File: src/rtl/alu_pkg.sv
// Shared opcode, funct and ALU-code constants plus decode result types.
// Pure definitions: no latency, no flow control.
package alu_pkg;

  localparam logic [5:0] OP_RTYPE = 6'b000000;
  localparam logic [5:0] OP_ADDI  = 6'b001000;
  localparam logic [5:0] OP_ADDIU = 6'b001001;
  localparam logic [5:0] OP_SLTI  = 6'b001010;
  localparam logic [5:0] OP_SLTIU = 6'b001011;
  localparam logic [5:0] OP_ANDI  = 6'b001100;
  localparam logic [5:0] OP_ORI   = 6'b001101;
  localparam logic [5:0] OP_XORI  = 6'b001110;
  localparam logic [5:0] OP_LUI   = 6'b001111;

  localparam logic [5:0] FN_SLL  = 6'b000000;
  localparam logic [5:0] FN_SRL  = 6'b000010;
  localparam logic [5:0] FN_SRA  = 6'b000011;
  localparam logic [5:0] FN_SLLV = 6'b000100;
  localparam logic [5:0] FN_SRLV = 6'b000110;
  localparam logic [5:0] FN_SRAV = 6'b000111;
  localparam logic [5:0] FN_ADD  = 6'b100000;
  localparam logic [5:0] FN_ADDU = 6'b100001;
  localparam logic [5:0] FN_SUB  = 6'b100010;
  localparam logic [5:0] FN_SUBU = 6'b100011;
  localparam logic [5:0] FN_AND  = 6'b100100;
  localparam logic [5:0] FN_OR   = 6'b100101;
  localparam logic [5:0] FN_XOR  = 6'b100110;
  localparam logic [5:0] FN_NOR  = 6'b100111;
  localparam logic [5:0] FN_SLT  = 6'b101010;
  localparam logic [5:0] FN_SLTU = 6'b101011;

  localparam logic [5:0] ALUC_ADD  = 6'b100000;
  localparam logic [5:0] ALUC_ADDU = 6'b100001;
  localparam logic [5:0] ALUC_AND  = 6'b100100;
  localparam logic [5:0] ALUC_OR   = 6'b100101;
  localparam logic [5:0] ALUC_XOR  = 6'b100110;
  localparam logic [5:0] ALUC_SLT  = 6'b101010;
  localparam logic [5:0] ALUC_SLTU = 6'b101011;
  localparam logic [5:0] ALUC_LUI  = 6'b001111;

  typedef enum logic [1:0] {ASEL_ZERO, ASEL_RS, ASEL_SHAMT} asel_e;
  typedef enum logic [1:0] {BSEL_ZERO, BSEL_RT, BSEL_SIMM, BSEL_ZIMM} bsel_e;

  typedef struct packed {
    logic [4:0] rs;
    logic [4:0] rt;
    logic [5:0] aluc;
    asel_e      a_sel;
    bsel_e      b_sel;
    logic [4:0] dest;
    logic       illegal;
  } dec_t;

  // Register 0 is hardwired; an in-flight writeback beats the regfile read.
  function automatic logic [31:0] src_value(input logic [4:0] addr, input logic [31:0] rf_data,
                                            input logic wb_en, input logic [4:0] wb_addr,
                                            input logic [31:0] wb_data);
    if (addr == 5'd0)                    return 32'd0;
    else if (wb_en && (wb_addr == addr)) return wb_data;
    else                                 return rf_data;
  endfunction

endpackage

File: src/rtl/alu_decode.sv
// Combinational MIPS word decode into ALU code, operand selects and destination.
// Zero latency; no flow control.
module alu_decode
  import alu_pkg::*;
(
  input  logic [31:0] instr_i,
  output dec_t        dec_o
);

  logic [5:0] op;
  logic [5:0] fn;

  assign op = instr_i[31:26];
  assign fn = instr_i[5:0];

  always_comb begin
    dec_o.rs      = instr_i[25:21];
    dec_o.rt      = instr_i[20:16];
    dec_o.aluc    = ALUC_ADDU;
    dec_o.a_sel   = ASEL_ZERO;
    dec_o.b_sel   = BSEL_ZERO;
    dec_o.dest    = 5'd0;
    dec_o.illegal = 1'b1;
    if (op == OP_RTYPE) begin
      case (fn)
        FN_ADD, FN_ADDU, FN_SUB, FN_SUBU, FN_AND, FN_OR, FN_XOR, FN_NOR,
        FN_SLT, FN_SLTU, FN_SLLV, FN_SRLV, FN_SRAV: begin
          dec_o.aluc    = fn;
          dec_o.a_sel   = ASEL_RS;
          dec_o.b_sel   = BSEL_RT;
          dec_o.dest    = instr_i[15:11];
          dec_o.illegal = 1'b0;
        end
        FN_SLL, FN_SRL, FN_SRA: begin
          dec_o.aluc    = fn;
          dec_o.a_sel   = ASEL_SHAMT;
          dec_o.b_sel   = BSEL_RT;
          dec_o.dest    = instr_i[15:11];
          dec_o.illegal = 1'b0;
        end
        default: ;
      endcase
    end else begin
      case (op)
        OP_ADDI, OP_ADDIU, OP_SLTI, OP_SLTIU, OP_ANDI, OP_ORI, OP_XORI: begin
          dec_o.a_sel   = ASEL_RS;
          dec_o.dest    = instr_i[20:16];
          dec_o.illegal = 1'b0;
          case (op)
            OP_ADDI:  begin dec_o.aluc = ALUC_ADD;  dec_o.b_sel = BSEL_SIMM; end
            OP_ADDIU: begin dec_o.aluc = ALUC_ADDU; dec_o.b_sel = BSEL_SIMM; end
            OP_SLTI:  begin dec_o.aluc = ALUC_SLT;  dec_o.b_sel = BSEL_SIMM; end
            OP_SLTIU: begin dec_o.aluc = ALUC_SLTU; dec_o.b_sel = BSEL_SIMM; end
            OP_ANDI:  begin dec_o.aluc = ALUC_AND;  dec_o.b_sel = BSEL_ZIMM; end
            OP_ORI:   begin dec_o.aluc = ALUC_OR;   dec_o.b_sel = BSEL_ZIMM; end
            default:  begin dec_o.aluc = ALUC_XOR;  dec_o.b_sel = BSEL_ZIMM; end
          endcase
        end
        OP_LUI: begin
          dec_o.aluc    = ALUC_LUI;
          dec_o.a_sel   = ASEL_ZERO;
          dec_o.b_sel   = BSEL_ZIMM;
          dec_o.dest    = instr_i[20:16];
          dec_o.illegal = 1'b0;
        end
        default: ;
      endcase
    end
  end

endmodule

File: src/rtl/alu_issue.sv
// Decodes an instruction, fetches forwarded operands and holds one ALU op for issue.
// One-cycle accept-to-valid latency; in_ready = !out_valid || out_ready.
module alu_issue
  import alu_pkg::*;
(
  input  logic        clk,
  input  logic        rst_n,
  input  logic        in_valid,
  output logic        in_ready,
  input  logic [31:0] instr,
  output logic [4:0]  rs_addr,
  output logic [4:0]  rt_addr,
  input  logic [31:0] rs_data,
  input  logic [31:0] rt_data,
  input  logic        wb_en,
  input  logic [4:0]  wb_addr,
  input  logic [31:0] wb_data,
  output logic        out_valid,
  input  logic        out_ready,
  output logic [31:0] a,
  output logic [31:0] b,
  output logic [5:0]  aluc,
  output logic [4:0]  dest,
  output logic        illegal
);

  dec_t        dec;
  logic [31:0] rs_val, rt_val, a_new, b_new;
  logic [4:0]  a_tag_new, b_tag_new;
  logic        accept;

  logic        valid_q, valid_d;
  logic [31:0] a_q, a_d, b_q, b_d;
  logic [5:0]  aluc_q, aluc_d;
  logic [4:0]  dest_q, dest_d;
  logic        illegal_q, illegal_d;
  logic [4:0]  a_tag_q, a_tag_d, b_tag_q, b_tag_d;

  alu_decode u_decode (
    .instr_i (instr),
    .dec_o   (dec)
  );

  assign rs_addr  = dec.rs;
  assign rt_addr  = dec.rt;
  assign in_ready = !valid_q || out_ready;
  assign accept   = in_valid && in_ready;

  assign rs_val = src_value(rs_addr, rs_data, wb_en, wb_addr, wb_data);
  assign rt_val = src_value(rt_addr, rt_data, wb_en, wb_addr, wb_data);

  always_comb begin
    case (dec.a_sel)
      ASEL_RS:    a_new = rs_val;
      ASEL_SHAMT: a_new = {27'd0, instr[10:6]};
      default:    a_new = 32'd0;
    endcase
    case (dec.b_sel)
      BSEL_RT:   b_new = rt_val;
      BSEL_SIMM: b_new = {{16{instr[15]}}, instr[15:0]};
      BSEL_ZIMM: b_new = {16'd0, instr[15:0]};
      default:   b_new = 32'd0;
    endcase
  end

  // Tag 0 marks an operand that must never be refreshed by writeback.
  assign a_tag_new = (dec.a_sel == ASEL_RS) ? rs_addr : 5'd0;
  assign b_tag_new = (dec.b_sel == BSEL_RT) ? rt_addr : 5'd0;

  always_comb begin
    valid_d   = valid_q;
    a_d       = a_q;
    b_d       = b_q;
    aluc_d    = aluc_q;
    dest_d    = dest_q;
    illegal_d = illegal_q;
    a_tag_d   = a_tag_q;
    b_tag_d   = b_tag_q;
    if (accept) begin
      valid_d   = 1'b1;
      a_d       = a_new;
      b_d       = b_new;
      aluc_d    = dec.aluc;
      dest_d    = dec.dest;
      illegal_d = dec.illegal;
      a_tag_d   = a_tag_new;
      b_tag_d   = b_tag_new;
    end else if (valid_q && out_ready) begin
      valid_d = 1'b0;
    end else if (valid_q && wb_en && (wb_addr != 5'd0)) begin
      if (wb_addr == a_tag_q) a_d = wb_data;
      if (wb_addr == b_tag_q) b_d = wb_data;
    end
  end

  always_ff @(posedge clk or negedge rst_n) begin
    if (!rst_n) begin
      valid_q   <= 1'b0;
      a_q       <= 32'd0;
      b_q       <= 32'd0;
      aluc_q    <= 6'd0;
      dest_q    <= 5'd0;
      illegal_q <= 1'b0;
      a_tag_q   <= 5'd0;
      b_tag_q   <= 5'd0;
    end else begin
      valid_q   <= valid_d;
      a_q       <= a_d;
      b_q       <= b_d;
      aluc_q    <= aluc_d;
      dest_q    <= dest_d;
      illegal_q <= illegal_d;
      a_tag_q   <= a_tag_d;
      b_tag_q   <= b_tag_d;
    end
  end

  assign out_valid = valid_q;
  assign a         = a_q;
  assign b         = b_q;
  assign aluc      = aluc_q;
  assign dest      = dest_q;
  assign illegal   = illegal_q;

endmodule
File: config.mk
export PLATFORM = sky130hd
export DESIGN_NAME = alu_issue
export DESIGN_NICKNAME = d
export VERILOG_FILES = /design/src/rtl/alu_pkg.sv /design/src/rtl/alu_decode.sv /design/src/rtl/alu_issue.sv
export SDC_FILE = /design/constraint.sdc
export NUM_CORES = 1
export LEC_CHECK = 0
export ABC_AREA = 0
export ABC_CLOCK_PERIOD_IN_PS = 2500
export BUFFER_PORTS_ARGS = -buffer_cell sky130_fd_sc_hd__clkbuf_2
export CAP_MARGIN = 20
export CORE_MARGIN = 2
export CORE_UTILIZATION = 40
export CTS_CLUSTER_DIAMETER = 30
export DETAILED_ROUTE_END_ITERATION = 10
export GPL_TIMING_DRIVEN = 0
export PLACE_DENSITY = 0.72
export SLEW_MARGIN = 5
export SYNTH_ARGS = -nofsm -noshare
export SYNTH_HDL_FRONTEND = slang
export SYNTH_SLANG_ARGS = --single-unit
export TNS_END_PERCENT = 100
File: constraint.sdc
create_clock -name clk -period 2.5 [get_ports clk]
set_input_delay 0.5 -clock clk [delete_from_list [all_inputs] [get_ports clk]]
set_output_delay 0.5 -clock clk [all_outputs]
set_load 0.02 [all_outputs]
==> results.ini <==
[status]
status=complete, no violations

[detailed_routing]
wl_per_cell_um=19.7
wl_um=20600
drc=0
vias=6001
viasPerCell=5.74
dr.first_iter.drc_count=543
ant_nets=0
drtPass1Iterations=6

[setup_path]
path_cells=buf_2, nor4_4, nand2_1, or4_4, ha_4, or3_4, buf_8, buf_8, a21o_1, a21oi_2
critPathRequiredTime_ns=2.77
cp_slowest_cell=or4_4
critical_path_class=in2reg
slowest_delay_ns=0.45
crit_fanout=10
start_kind=input port
crit_top_cell=buf_8
worstPathArrival_ns=2.66
crit_path_end_kind=flip-flop

[cells_and_area]
final_core_util_pct=54.7
synthToLayoutAreaGrowth_pct=34.0
final_layout_size_suffix_gt1_share_pct=34.2
antenna_cells=0
stdcell_area_mm2=0.00724
fin_cells=1045
finalNetCount=1006

[placed_design]
gp_congestion=0.891
placed_area_mm2=0.00682
dpl.hpwl_um=15700
port_buffers=220
placed_cells=1026

[run]
max_cap_violations=0

[global_route]
grt-busiest-layer=met2
met2_usage_pct=43.9
grt_pass1_vias=5609
grt_pass1_wl_um=30800
grt.overflow.total=0
met1_usage_pct=38.5
antenna_found_initial=0
gr-usage-all-layers_pct=27.5
use_met3_pct=4.15
grt_max_degree=46

[logic_synthesis]
synthArstFlopShare_pct=100
syn_nets=769
synth.distinct_cells=55
syn_area_mm2=0.00541
synthTopCellsByArea=dfrtp_1 40%, o21ai_0 8.2%, nand3_1 5.1%, a21oi_1 4.2%, nand2_1 3.8%
synth-edff-count=0
synth_top_cells_by_count=89 x o21ai_0, 87 x dfrtp_1, 55 x nand3_1, 54 x nand2_1, 45 x a21oi_1
ys_seq_elements=87
synthFlopType=dfrtp_1
synth.most_common_cell=o21ai_0
syn-instance-count=629
yosys.area.top_type=dfrtp_1
ys_warn_count=0
yosysTopAreaCellShare_pct=40.3
avgSynthCellArea_um2=8.59
seq_area_frac_synth_pct=40.3

[floorplan]
num_io_pins=226
rows=42
start_util_pct=40.8
core_area_mm2=0.0132
die-width_um=120
die_h_um=120
die_area_mm2=0.0145

[clock_tree]
cts_buffers=9
htreeDepth=3
ctsHoldBuffers=0
numClockSinks=87
cts_tree=built
clockBufferDepth=2
root_buffer=clkbuf_16
clkLatencyLatePin_ns=0.34
clk_pin_slew_worst_paths_ns=0.06

[timing]
finalHoldViolations=0
fin_crit_sh_pct=95.7
fin_crit_ns=2.39
skew_ns=0.00588
setup_violations=0
slew_headroom_pct=55.0
max_freq_mhz=418
maxSlewViolCount=0
worst_slew_pin_slew_ns=0.670
fin_tns_setup_ns=0

[power_and_ir_drop]
p_leak_nw=3.25
irDropWorstVdd_uv=279
p_per_area_mw_per_mm2=542

[hold_path]
hold_class=in2async

[kinds of logic (layout without fill, tap and decap cells)]
kind of cell    count (synthesis)  count (layout)  synth area share (%)
compound gates                254             254                  30.2
xor+xnor                       20              20                  3.24
simple gates                  179             179                  16.0
flops                          87              87                  40.3
fa+ha+maj                       2               2                 0.463
buf+inv                        70             310                  6.62
mux                            17              17                  3.15
[registers in the layout, summed over array words and instances, names as in the netlist]
name       count
a             32
a_tag_q        5
b_tag_q        5
dest           5
out_valid      1
illegal        1
aluc           6
b             32
[metal layers]
metal	wire length (um)	part of all wire, %
met3	1480	7.2
met5	0	0
met4	446	2.2
met2	9570	46
met1	9130	44
[area by class of cell]
type,instances,area (um^2)
Buffer,62,364
Clock buffer,14,284
Fill cell,1312,6000
Inverter,7,26.3
Multi-Input combinational cell,472,2960
Sequential cell,87,2180
Tap cell,176,220
Timing Repair Buffer,227,1210
[critical path, delay by kind of cell]
family,cells,cell delay [ns]
buf+inv,3,0.42
compound gates,2,0.29
fa+ha+maj,1,0.24
simple gates,4,1.20
[stage by stage]
step	total power, W	hold WS [ns]	setup WS (ns)
after floorplan	0.00215	0.204	-0.0544
after global placement	0.00260	0.470	-0.413
after detailed placement	0.00262	0.479	-0.492
after CTS	0.00394	0.224	0.0124
after global routing	0.00410	0.248	-0.0326
final	0.00393	0.206	0.109
[timing repair]
| item | 4_1_cts | 5_1_grt |
|---|---|---|
| gates resized for setup | 3 | 18 |
| pin swaps | 3 | 6 |
| setup buffers | 2 | 2 |
| setup endpoints to repair | 29 | 30 |
| gates cloned | 0 | 2 |
[power breakdown]
part / internal [W] / leakage (nW) / switching [W] / total (W)
logic: 0.000350 / 2.00 / 0.000640 / 0.000989
clock network: 0.000773 / 0.141 / 0.000543 / 0.00132
registers: 0.00154 / 1.11 / 0.0000826 / 0.00162
[worst paths after layout]
kind | startpoint | endpoint | cells past startpoint | slack (ns)
max | instr[4] | a[25] | 10 | 0.11
min | rst_n | aluc[4] | 1 | 0.21
max reg2reg | out_valid | b[14] | 6 | 0.32
min reg2reg | aluc[4] | aluc[4] | 1 | 0.49
max in group asynchronous | rst_n | a[11] | 2 | 1.64
min in group clk | rs_data[2] | a[2] | 3 | 0.41
[cells in the final DEF, fill, tap and decap left out, types with 5 or more instances in the layout]
cell,n
a22oi_1,20
o211ai_1,16
a21oi_1,40
buf_2,8
o21ai_0,88
clkbuf_2,220
dfrtp_1,87
clkbuf_16,11
o32a_1,16
buf_4,15
a21oi_2,5
clkbuf_1,33
nand3_1,55
inv_1,6
xor2_1,12
o21a_1,17
a31oi_1,8
mux2i_1,17
nor2_1,36
nand2_1,54
a21o_1,26
a32oi_1,5
xnor2_1,8
Note: power is estimated with default switching activity, not from simulation.
